===== src/rtl/sram_burst_arbiter.sv =====
// Two-requester burst arbiter in front of one single-port SRAM: IDLE arbitrates, BURST issues beats, DRAIN waits out reads.
// Build option SRAM_ARB_FIXED_PRIO_EN: requester 0 wins every tie and the round-robin pointer is removed.
module sram_burst_arbiter #(
   parameter int N_addr = 11,
   parameter int N_data = 32,
   parameter int N_cnt  = 8,
   parameter int RD_LAT = 1
) (
   input  logic                  clk_i,
   input  logic                  rst_i,
   input  logic [1:0]            req_valid_i,
   input  logic [1:0]            req_we_i,
   input  logic [2*N_addr-1:0]   req_addr_i,
   input  logic [2*N_cnt-1:0]    req_len_i,
   input  logic [2*N_data-1:0]   req_wdata_i,
   output logic [1:0]            gnt_o,
   output logic [1:0]            wready_o,
   output logic [1:0]            rvalid_o,
   output logic [N_data-1:0]     rdata_o,
   output logic [1:0]            done_o,
   output logic [N_addr-1:0]     sram_addr_o,
   output logic [N_data-1:0]     sram_din_o,
   output logic                  sram_write_en_o,
   output logic                  sram_sense_en_o,
   input  logic [N_data-1:0]     sram_dout_i
);

   typedef enum logic [1:0] {
      S_IDLE  = 2'd0,
      S_BURST = 2'd1,
      S_DRAIN = 2'd2
   } state_t;

   localparam logic [N_cnt-1:0] BEAT_ONE = {{(N_cnt-1){1'b0}}, 1'b1};

   state_t              state_q, state_d;
   logic [1:0]          gnt_q, gnt_d;
   logic                gid_q, gid_d;
   logic                we_q, we_d;
   logic [N_addr-1:0]   base_q, base_d;
   logic [N_cnt-1:0]    len_q, len_d;
   logic [N_cnt-1:0]    beat_q, beat_d;
   logic [1:0]          done_q, done_d;
   logic [N_addr-1:0]   sram_addr_q, sram_addr_d;
   logic [N_data-1:0]   sram_din_q, sram_din_d;
   logic                sram_we_q, sram_we_d;
   logic                sram_se_q, sram_se_d;
   logic [RD_LAT:0]     pv_q, pv_d;
   logic [RD_LAT:0]     pid_q, pid_d;
   logic [RD_LAT:0]     plast_q, plast_d;
   logic [1:0]          rvalid_q, rvalid_d;
   logic [N_data-1:0]   rdata_q, rdata_d;
   logic                win;
   logic                last_beat;
   logic                issue_rd;
`ifndef SRAM_ARB_FIXED_PRIO_EN
   logic                rr_q, rr_d;   // id of the most recently granted requester
`endif

   always_comb begin
      win = ~req_valid_i[0];
`ifndef SRAM_ARB_FIXED_PRIO_EN
      if (&req_valid_i) win = ~rr_q;
`endif
   end

   always_comb begin
      state_d     = state_q;
      gnt_d       = gnt_q;
      gid_d       = gid_q;
      we_d        = we_q;
      base_d      = base_q;
      len_d       = len_q;
      beat_d      = beat_q;
      done_d      = 2'b00;
      sram_addr_d = sram_addr_q;
      sram_din_d  = sram_din_q;
      sram_we_d   = 1'b0;
      sram_se_d   = 1'b0;
      issue_rd    = 1'b0;
      last_beat   = (beat_q == len_q);
`ifndef SRAM_ARB_FIXED_PRIO_EN
      rr_d        = rr_q;
`endif
      case (state_q)
         S_IDLE: begin
            // a held grant here marks the done cycle, which never arbitrates
            if (gnt_q != 2'b00) begin
               gnt_d = 2'b00;
            end else if (|req_valid_i) begin
               gid_d   = win;
               gnt_d   = win ? 2'b10 : 2'b01;
               we_d    = req_we_i[win];
               base_d  = win ? req_addr_i[2*N_addr-1:N_addr] : req_addr_i[N_addr-1:0];
               len_d   = win ? req_len_i[2*N_cnt-1:N_cnt] : req_len_i[N_cnt-1:0];
               beat_d  = '0;
               state_d = S_BURST;
`ifndef SRAM_ARB_FIXED_PRIO_EN
               rr_d    = win;
`endif
            end
         end
         S_BURST: begin
            sram_addr_d = base_q + N_addr'(beat_q);
            beat_d      = beat_q + BEAT_ONE;
            if (we_q) begin
               sram_din_d = gid_q ? req_wdata_i[2*N_data-1:N_data] : req_wdata_i[N_data-1:0];
               sram_we_d  = 1'b1;
            end else begin
               sram_se_d  = 1'b1;
               issue_rd   = 1'b1;
            end
            if (last_beat) begin
               if (we_q) begin
                  done_d  = gnt_q;
                  state_d = S_IDLE;
               end else begin
                  state_d = S_DRAIN;
               end
            end
         end
         S_DRAIN: begin
            if (pv_q[RD_LAT] && plast_q[RD_LAT]) begin
               done_d  = gnt_q;
               state_d = S_IDLE;
            end
         end
         default: state_d = S_IDLE;
      endcase

      pv_d     = {pv_q[RD_LAT-1:0], issue_rd};
      pid_d    = {pid_q[RD_LAT-1:0], gid_q};
      plast_d  = {plast_q[RD_LAT-1:0], issue_rd & last_beat};
      rvalid_d = 2'b00;
      rdata_d  = rdata_q;
      if (pv_q[RD_LAT]) begin
         rvalid_d = pid_q[RD_LAT] ? 2'b10 : 2'b01;
         rdata_d  = sram_dout_i;
      end
   end

   always_ff @(posedge clk_i) begin
      if (rst_i) begin
         state_q     <= S_IDLE;
         gnt_q       <= 2'b00;
         gid_q       <= 1'b0;
         we_q        <= 1'b0;
         base_q      <= '0;
         len_q       <= '0;
         beat_q      <= '0;
         done_q      <= 2'b00;
         sram_addr_q <= '0;
         sram_din_q  <= '0;
         sram_we_q   <= 1'b0;
         sram_se_q   <= 1'b0;
         pv_q        <= '0;
         pid_q       <= '0;
         plast_q     <= '0;
         rvalid_q    <= 2'b00;
         rdata_q     <= '0;
`ifndef SRAM_ARB_FIXED_PRIO_EN
         rr_q        <= 1'b1;
`endif
      end else begin
         state_q     <= state_d;
         gnt_q       <= gnt_d;
         gid_q       <= gid_d;
         we_q        <= we_d;
         base_q      <= base_d;
         len_q       <= len_d;
         beat_q      <= beat_d;
         done_q      <= done_d;
         sram_addr_q <= sram_addr_d;
         sram_din_q  <= sram_din_d;
         sram_we_q   <= sram_we_d;
         sram_se_q   <= sram_se_d;
         pv_q        <= pv_d;
         pid_q       <= pid_d;
         plast_q     <= plast_d;
         rvalid_q    <= rvalid_d;
         rdata_q     <= rdata_d;
`ifndef SRAM_ARB_FIXED_PRIO_EN
         rr_q        <= rr_d;
`endif
      end
   end

   assign gnt_o           = gnt_q;
   assign wready_o        = (state_q == S_BURST && we_q) ? gnt_q : 2'b00;
   assign rvalid_o        = rvalid_q;
   assign rdata_o         = rdata_q;
   assign done_o          = done_q;
   assign sram_addr_o     = sram_addr_q;
   assign sram_din_o      = sram_din_q;
   assign sram_write_en_o = sram_we_q;
   assign sram_sense_en_o = sram_se_q;

endmodule


===== config.mk =====
export PLATFORM = sky130hd
export DESIGN_NAME = sram_burst_arbiter
export DESIGN_NICKNAME = d
export VERILOG_FILES = /design/src/rtl/sram_burst_arbiter.sv
export SDC_FILE = /design/constraint.sdc
export NUM_CORES = 1
export LEC_CHECK = 0
export ABC_CLOCK_PERIOD_IN_PS = 2000
export BUFFER_PORTS_ARGS = -buffer_cell sky130_fd_sc_hd__buf_2
export CORE_MARGIN = 1
export CORE_UTILIZATION = 43
export DETAILED_ROUTE_END_ITERATION = 10
export GPL_ROUTABILITY_DRIVEN = 0
export HOLD_SLACK_MARGIN = 0.1
export PLACE_DENSITY = 0.81
export SETUP_SLACK_MARGIN = 0.05
export SYNTH_ARGS = -nofsm -noshare
export SYNTH_HDL_FRONTEND = slang
export SYNTH_SLANG_ARGS = --single-unit
export TNS_END_PERCENT = 20

===== constraint.sdc =====
create_clock -name clk_i -period 2 [get_ports clk_i]
set_input_delay 0.1 -clock clk_i [delete_from_list [all_inputs] [get_ports clk_i]]
set_output_delay 0.1 -clock clk_i [all_outputs]
set_load 0.05 [all_outputs]

==> flow_summary.yaml <==
sta:
  fin_crit_sh: 0.939
  setup_tns_ns: 0
  setup_viol: 0
  rsz0062_at_grt: "yes"
  final-hold-violation-count: 0
  drv_slew: 0
  fmax_mhz: 532
  period_needed_ns: 1.88
  fin_skew_ns: 0.00983
  slew_headroom: 0.618
  hold_ws_ns: 0.131
  worst_slew_pin_slew_ns: 0.573
cts:
  cts-root-buf: "clkbuf_16"
  cts_buffer_depth: 2
  path_clk_slew_ns: 0.05
  htreeDepth: 4
  tritoncts: "done"
  cts_buffers: 17
  cts_setup_buffers: 0
  clkLatencyLatePin_ns: 0.40
  clkSinkCount: 120
yosys:
  postSynthAreaPerCell_um2: 9.50
  syn_inst: 562
  synth.ff_latch_count: 120
  syn_area_um2: 5340
  yosysSeqAreaShare: 0.450
  synthArstFlopShare: 0
  synth-edff-count: 0
  synth_ff_type: "dfxtp_1"
  synth_cell_types: 47
  yosys_warnings: 0
  synth_nets: 715
grt:
  antenna_found_initial: 0
  grt_pass1_vias: 5445
  grt_pass1_wl_um: 26200
  globalRouteOverflowTotal: 0
  grtUsageTotal: 0.262
  grt_max_degree: 65
worst_hold_path:
  holdPathEnd: "rdata_o[16]"
  min_path_cells: 2
  hp-start: "rst_i"
  hold_path_class: "input pin to flip-flop"
status:
  status: "complete, no violations"
critical_path:
  path_class: "flip-flop to flip-flop"
  r2r_start: "base_q[0]"
  startpoint_type: "flip-flop"
  end_kind: "flip-flop"
  arrival_ns: 2.20
  regToRegEndpoint: "sram_addr_o[10]"
  r2r_slack_ns: 0.12
  worstRegToRegCells: 7
  worstPathRequired_ns: 2.32
  critPathMaxFanout: 3
route:
  via_per_inst: 5.00
  routed_wl_um: 16900
  post_drt_wl_per_cell_um: 15.4
  drtPass1Iterations: 4
  drc: 0
  drt_iter0_markers: 316
  detail-route-antenna-nets: 0
  dr_total_vias: 5485
final_layout:
  area_growth_pct: 60.2
  nets: 1071
  drive_above_1_share: 0.303
  antennaDiodeCount: 0
floorplanning:
  die_h_um: 113
  fp-row-count: 40
  initial_core_util: 0.443
  dieArea_um2: 12900
  io_pins: 225
  fp.dieW_um: 113
  coreArea_um2: 12100
power_and_ir_drop:
  ir_worst_vdd_v: 0.000534
  power.leakage_nw: 3.84
  power.density_nw_per_um2: 1140
run:
  drv_cap: 0
place:
  hpwl_um: 9610
  port_buffers: 224
[flip-flops by register name (all words and copies together), names as in the netlist]
register / cells
rdata_o: 32
sram_din_o: 32
base_q: 11
sram_addr_o: 11
beat_q: 8
len_q: 8
done_o: 2
gnt_o: 2
pid_q: 2
plast_q: 2
pv_q: 2
rvalid_o: 2
state_q: 2
gid_q: 1
rr_q: 1
sram_write_en_o: 1
we_q: 1
[synth_stat cells (11+ instances only)]
master / n / share of area
a211oi_1: 57 / 0.080
dfxtp_1: 120 / 0.45
mux2i_1: 89 / 0.17
ha_1: 12 / 0.028
xnor2_1: 11 / 0.018
o21ai_0: 12 / 0.011
nand2_1: 15 / 0.011
a21oi_1: 11 / 0.010
buf_2: 20 / 0.019
nor2_1: 109 / 0.077
[layout by cell type, fill, tap and decap left out, types with 12 or more instances in the layout]
cell type	n
a211oi_1	56
buf_2	223
buf_4	17
clkbuf_16	17
dfxtp_1	118
dlygate4sd3_1	134
ha_1	12
mux2i_1	89
nand2_1	15
nor2_1	109
[where the power goes]
part	leakage (nW)	switching (W)	internal (W)	total, W
Clock	0.269	0.00104	0.00187	0.00290
Combinational	2.60	0.00229	0.00148	0.00378
Sequential	0.978	0.000287	0.00282	0.00311
Total	3.84	0.00362	0.00617	0.00979
[timing repair]
action / in CTS / in global routing
pin swaps: 0 / 1
cloned: 0 / 0
endpoints found under the setup margin: 3 / 8
endpoints found under the hold margin: 83 / 0
resized for setup: 1 / 1
hold buffers: 134 / 0
[per-layer routing]
layer / track usage / vias up / routed length [um]
met4: 0.147 / 0 / 737
met2: 0.472 / 217 / 8340
met5: 0 / - / 0
li1: - / 2713 / -
met1: 0.278 / 2497 / 6740
met3: 0.0701 / 58 / 1050
[worst max path at each step]
| stage | from | to | slack [ns] | cells past startpoint |
|---|---|---|---|---|
| after floorplan | beat_q[0] | sram_addr_o[10] | 0.09 | 7 |
| after global placement | base_q[0] | sram_addr_o[10] | 0.05 | 7 |
| after detailed placement | base_q[0] | sram_addr_o[10] | 0.001 | 7 |
| after CTS | base_q[0] | sram_addr_o[10] | 0.07 | 7 |
| after global routing | beat_q[1] | sram_addr_o[7] | 0.02 | 7 |
| final | base_q[0] | sram_addr_o[10] | 0.12 | 7 |
[critical path: stages (launching register included)]
cell and delay, ns:
dfxtp_1 0.31, ha_1 0.23, fa_1 0.42, a211oi_2 0.28, o211ai_2 0.15, nand4_1 0.13, xor2_1 0.07, a211oi_1 0.21
[cell type report]
type / instances / area [um2]
fill: 881 / 3500
multi-input combinational: 396 / 2730
timing repair buffer: 376 / 2630
sequential: 120 / 2400
clock buffer: 20 / 457
tap: 168 / 210
clock inverter: 9 / 103
inverter: 7 / 26.3
[cell families (layout without fill, tap and decap cells)]
group	after synthesis	in the layout	share of synthesized area
muxes	89	89	0.167
adders and majority gates	13	13	0.0319
buffers and inverters	46	412	0.0398
AOI/OAI and AO/OA	103	103	0.136
DFF	120	120	0.450
xor gates and xnor gates	17	17	0.0279
and+or+nand+nor	174	174	0.148
[through the flow]
stage                     utilization  total power, W  cells  worst slack [ns]  cell area [um2]
after floorplan                     -         0.00563    562            0.0934             5340
after global placement          0.552         0.00639    933            0.0548             6650
after detailed placement        0.552         0.00646    933           0.00102             6650
after CTS                       0.710         0.00973   1096            0.0658             8560
after global routing            0.710          0.0103   1096            0.0152             8560
final                           0.710         0.00979   1096             0.122             8560
No activity file was read; power rests on OpenSTA's default activity.
